--- src/rtl/alu_pkg.sv ---
// Shared ALU definitions: ALUControl opcodes, arbiter FSM states and the
// legal-opcode check used by the arbiter to flag bad requests.
package alu_pkg;

  localparam logic [3:0] ALU_AND   = 4'b0000;
  localparam logic [3:0] ALU_OR    = 4'b0001;
  localparam logic [3:0] ALU_ADD   = 4'b0010;
  localparam logic [3:0] ALU_SUB   = 4'b0110;
  localparam logic [3:0] ALU_PASSB = 4'b0111;

  typedef enum logic [1:0] {
    IDLE = 2'd0,
    EXEC = 2'd1,
    DONE = 2'd2
  } arbState_e;

  function automatic logic isLegalOp(input logic [3:0] op);
    return (op == ALU_AND) || (op == ALU_OR) || (op == ALU_ADD) ||
           (op == ALU_SUB) || (op == ALU_PASSB);
  endfunction

endpackage

--- src/rtl/alu.sv ---
// Combinational N-bit ALU; arithmetic wraps modulo 2^N and unknown codes give 0.
module alu
  import alu_pkg::*;
#(
  parameter int N = 64
) (
  input  logic [N-1:0] a,
  input  logic [N-1:0] b,
  input  logic [3:0]   ALUControl,
  output logic [N-1:0] result,
  output logic         zero
);

  always_comb begin
    result = '0;
    case (ALUControl)
      ALU_AND:   result = a & b;
      ALU_OR:    result = a | b;
      ALU_ADD:   result = a + b;
      ALU_SUB:   result = a - b;
      ALU_PASSB: result = b;
      default:   result = '0;
    endcase
  end

  assign zero = (result == '0);

endmodule

--- src/rtl/alu_arbiter.sv ---
// Two-requester front end for a single shared ALU: round-robin grant on ties,
// one operation in flight, response held until the consumer takes it.
module alu_arbiter
  import alu_pkg::*;
#(
  parameter int N = 64
) (
  input  logic         clk,
  input  logic         reset,
  input  logic         req0_valid,
  input  logic         req1_valid,
  output logic         req0_ready,
  output logic         req1_ready,
  input  logic [N-1:0] req0_a,
  input  logic [N-1:0] req0_b,
  input  logic [N-1:0] req1_a,
  input  logic [N-1:0] req1_b,
  input  logic [3:0]   req0_op,
  input  logic [3:0]   req1_op,
  output logic         resp_valid,
  input  logic         resp_ready,
  output logic         resp_id,
  output logic [N-1:0] resp_result,
  output logic         resp_zero,
  output logic         resp_err
);

  arbState_e   state_q;
  logic        lastGrant_q;
  logic [N-1:0] opA_q;
  logic [N-1:0] opB_q;
  logic [3:0]  opCode_q;
  logic        opId_q;
  logic        respValid_q;
  logic        respId_q;
  logic [N-1:0] respResult_q;
  logic        respZero_q;
  logic        respErr_q;

  logic        grant1;
  logic        handshake;
  logic        opLegal;
  logic [N-1:0] aluResult;
  logic        aluZero;

  // On a tie the requester that did not win last time is served.
  assign grant1     = req1_valid && (!req0_valid || !lastGrant_q);
  assign req0_ready = reset && (state_q == IDLE) && req0_valid && !grant1;
  assign req1_ready = reset && (state_q == IDLE) && grant1;
  assign handshake  = (req0_ready && req0_valid) || (req1_ready && req1_valid);
  assign opLegal    = isLegalOp(opCode_q);

  alu #(.N(N)) u_alu (
    .a          (opA_q),
    .b          (opB_q),
    .ALUControl (opCode_q),
    .result     (aluResult),
    .zero       (aluZero)
  );

  always_ff @(posedge clk) begin
    if (!reset) begin
      state_q      <= IDLE;
      lastGrant_q  <= 1'b1;
      opA_q        <= '0;
      opB_q        <= '0;
      opCode_q     <= '0;
      opId_q       <= 1'b0;
      respValid_q  <= 1'b0;
      respId_q     <= 1'b0;
      respResult_q <= '0;
      respZero_q   <= 1'b0;
      respErr_q    <= 1'b0;
    end else begin
      case (state_q)
        IDLE: begin
          if (handshake) begin
            opA_q       <= grant1 ? req1_a  : req0_a;
            opB_q       <= grant1 ? req1_b  : req0_b;
            opCode_q    <= grant1 ? req1_op : req0_op;
            opId_q      <= grant1;
            lastGrant_q <= grant1;
            state_q     <= EXEC;
          end
        end
        EXEC: begin
          // Illegal codes still produce a response, just with the error flag and a cleared result.
          respValid_q  <= 1'b1;
          respId_q     <= opId_q;
          respErr_q    <= !opLegal;
          respResult_q <= opLegal ? aluResult : '0;
          respZero_q   <= opLegal && aluZero;
          state_q      <= DONE;
        end
        DONE: begin
          if (resp_ready) begin
            respValid_q <= 1'b0;
            state_q     <= IDLE;
          end
        end
        default: state_q <= IDLE;
      endcase
    end
  end

  assign resp_valid  = respValid_q;
  assign resp_id     = respId_q;
  assign resp_result = respResult_q;
  assign resp_zero   = respZero_q;
  assign resp_err    = respErr_q;

endmodule

--- config.mk ---
export PLATFORM = sky130hd
export DESIGN_NAME = alu_arbiter
export DESIGN_NICKNAME = d
export VERILOG_FILES = /design/src/rtl/alu_pkg.sv /design/src/rtl/alu.sv /design/src/rtl/alu_arbiter.sv
export SDC_FILE = /design/constraint.sdc
export NUM_CORES = 1
export LEC_CHECK = 0
export ABC_AREA = 0
export BUFFER_PORTS_ARGS = -buffer_cell sky130_fd_sc_hd__buf_4
export CAP_MARGIN = 20
export CORE_MARGIN = 2
export CORE_UTILIZATION = 30
export DETAILED_ROUTE_END_ITERATION = 8
export GPL_TIMING_DRIVEN = 0
export HOLD_SLACK_MARGIN = 0.15
export SETUP_SLACK_MARGIN = 0.02
export SYNTH_ARGS = -nofsm -noshare
export SYNTH_HDL_FRONTEND = slang
export SYNTH_HIERARCHICAL = 1
export SYNTH_SLANG_ARGS = --single-unit
--- constraint.sdc ---
create_clock -name clk -period 13.1 [get_ports clk]
set_input_delay 1.31 -clock clk [delete_from_list [all_inputs] [get_ports clk]]
set_output_delay 1.31 -clock clk [all_outputs]
set_load 0.1 [all_outputs]
==> impl_metrics.env <==
export IMPL_ys_seq_elements=204
export IMPL_fin_util=0.385
export IMPL_ys_warn_count=6
export IMPL_layout_drive_gt1_share=0.189
export IMPL_hold_viol=0
export IMPL_drv_cap=0
export IMPL_antenna_left=0
export IMPL_ir_drop_v=0.0000919
export IMPL_run_status="completed"
export IMPL_totalPowerFinal_uw=2660
export IMPL_via_per_inst=5.82
export IMPL_core_area_um2=52900
export IMPL_skew_ns=0.0122
export IMPL_synth_nets=2461
export IMPL_ctsHoldBuffers=0
export IMPL_critPathKind="flip-flop to flip-flop"
export IMPL_path_clk_slew_ns=0.06
export IMPL_reg2reg_setup_slack_ns=2.16
export IMPL_netlist_area_um2=16100
export IMPL_rsz0062_at_grt="false"
export IMPL_io_pins=339
export IMPL_hp_class="flip-flop to flip-flop"
export IMPL_clock_latency_ns=0.56
export IMPL_synthFlopType="dfxtp_1"
export IMPL_grt_pass1_vias=18400
export IMPL_p_per_area_nw_per_um2=131
export IMPL_ys_seq_area_frac=0.253
export IMPL_end_kind="flip-flop"
export IMPL_cp_max_fo=10
export IMPL_htree_num_levels=1
export IMPL_port_buffer_count=338
export IMPL_grt_max_degree=13
export IMPL_grt_overflow=0
export IMPL_firstDrtPassIters=7
export IMPL_grt_pass1_wl_mm=119
export IMPL_grt_antenna_before_repair=2
export IMPL_dieArea_um2=55600
export IMPL_avgSynthCellArea_um2=7.59
export IMPL_nets=2829
export IMPL_final_cell_mix="347 x buf_4, 245 x a21oi_1, 204 x dfxtp_1, 165 x nor3_1, 155 x inv_1"
export IMPL_cts_root_buffer="clkbuf_16"
export IMPL_fin_ws_ns=2.16
export IMPL_vias=18700
export IMPL_numCtsBuffers=25
export IMPL_cts_sinks=204
export IMPL_cp_common_cell="clkbuf_1"
export IMPL_track_usage=0.283
export IMPL_finalCritPeriodShare=0.835
export IMPL_setup_viol=0
export IMPL_wirelength_mm=81.6
export IMPL_post_drt_wl_per_cell_um=25.5
export IMPL_place_area_um2=19500
export IMPL_synth_edf_count=0
export IMPL_fmax_mhz=91.4
export IMPL_final_cell_area_um2=20400
export IMPL_drt_iter0_drc=1529
export IMPL_relSlewSlack=0.152
export IMPL_period_minus_slack_ns=10.94
export IMPL_drc=0
export IMPL_fin_tns_setup_ns=0
export IMPL_final_common_cell="buf_4"
export IMPL_start_util=0.305
export IMPL_worst_slew_pin_slew_ns=1.27
export IMPL_ctsResizeCount=0
export IMPL_fp_dieW_um=236
export IMPL_post_place_ws_ns=2.39
export IMPL_cts_buffer_depth=3
export IMPL_synthCells=2125
export IMPL_cp_start_kind="flip-flop"
export IMPL_cp_top_family="buffers and inverters"
export IMPL_arrival_ns=11.45
export IMPL_synth_distinct_cells=90
export IMPL_cp_data_required_time_ns=13.61
export IMPL_die_h_um=236
export IMPL_async_flop_share=0
export IMPL_power_leakage_uw=0.00846
export IMPL_syn2layout_area_growth_pct=26.3
export IMPL_place_congestion=0.979
export IMPL_slew_viol_final=0
export IMPL_slowest_stage="clkbuf_1"
export IMPL_cts_tree="built"
export IMPL_cpPeakStageDelay_ns=0.98
export IMPL_cp_num_buf_inv=8
export IMPL_fp_row_count=84
export IMPL_post_cts_setup_buffer_count=0
export IMPL_hpwl_mm=65.5
[layer usage]
metal,track usage,share of wire,vias to the layer above
li1,-,-,8723
met4,0.126,0.052,2
met5,0,0.000086,-
met2,0.489,0.48,753
met1,0.355,0.41,9010
met3,0.0301,0.061,163
[metrics by stage]
| step | hold WS (ns) | instances |
|---|---|---|
| detailed placement | 0.466 | 3152 |
| CTS | 0.479 | 3196 |
| finish | 0.476 | 3202 |
| global route | 0.494 | 3198 |
| floorplan | 0.457 | 2125 |
| global placement | 0.460 | 3151 |
[state kept, by name, indices dropped and copies added (netlist names)]
| signal | flops |
|---|---|
| resp_err | 1 |
| resp_id | 1 |
| resp_zero | 1 |
| resp_valid | 1 |
| resp_result | 64 |
| opCode_q | 4 |
| opB_q | 64 |
| state_q | 2 |
| lastGrant_q | 1 |
| opId_q | 1 |
| opA_q | 64 |
[power by group]
part / total, uW / switching, uW / leakage (uW) / internal [uW]
Combinational: 1190 / 774 / 0.00640 / 420
Sequential: 784 / 101 / 0.00168 / 683
Clock: 685 / 288 / 0.000381 / 397
Total: 2660 / 1160 / 0.00846 / 1500
[final cells by class]
class                      count  area (um^2)
clock inverter                 9         83.8
fill                        5534        32500
clock buffer                  35          713
inverter                     155          582
antenna                        4         10.0
tap                          688          861
buffer                       183          835
sequential                   204         4080
multi-input combinational   1583        10600
timing repair buffer         341         2570
[worst paths after layout]
path / depth (start not counted) / end / startpoint
min reg2reg: 1 / resp_result[58] / resp_result[58]
min: 1 / resp_result[58] / resp_result[58]
max: 26 / resp_zero / opCode_q[0]
max reg2reg: 26 / resp_zero / opCode_q[0]
[cells by family (layout without fill, tap and decap cells)]
kind of cell | after synthesis | after routing | synth area share
and+or+nand+nor | 570 | 570 | 0.180
buffers and inverters | 338 | 723 | 0.0878
other | 0 | 4 | 0
AOI/OAI and AO/OA | 774 | 774 | 0.328
DFF | 204 | 204 | 0.253
adders and majority gates | 130 | 130 | 0.0916
muxes | 6 | 6 | 0.00380
xor gates and xnor gates | 103 | 103 | 0.0559
[synth_stat cells, types with 22 or more instances]
cell / n / share of area
a21oi_1: 245 / 0.076
dfxtp_1: 204 / 0.25
nor3_1: 165 / 0.051
inv_1: 155 / 0.036
a2111oi_0: 137 / 0.074
nor2_1: 120 / 0.028
nand2_1: 110 / 0.026
clkbuf_1: 107 / 0.025
o21ai_0: 85 / 0.026
a22oi_1: 67 / 0.031
ha_1: 66 / 0.051
a22o_1: 65 / 0.035
maj3_1: 63 / 0.039
xnor2_1: 63 / 0.034
buf_2: 43 / 0.013
xor2_1: 40 / 0.022
nand4_1: 32 / 0.012
o22ai_1: 32 / 0.012
a21o_1: 22 / 0.010
No activity file was read; power rests on OpenSTA's default activity.
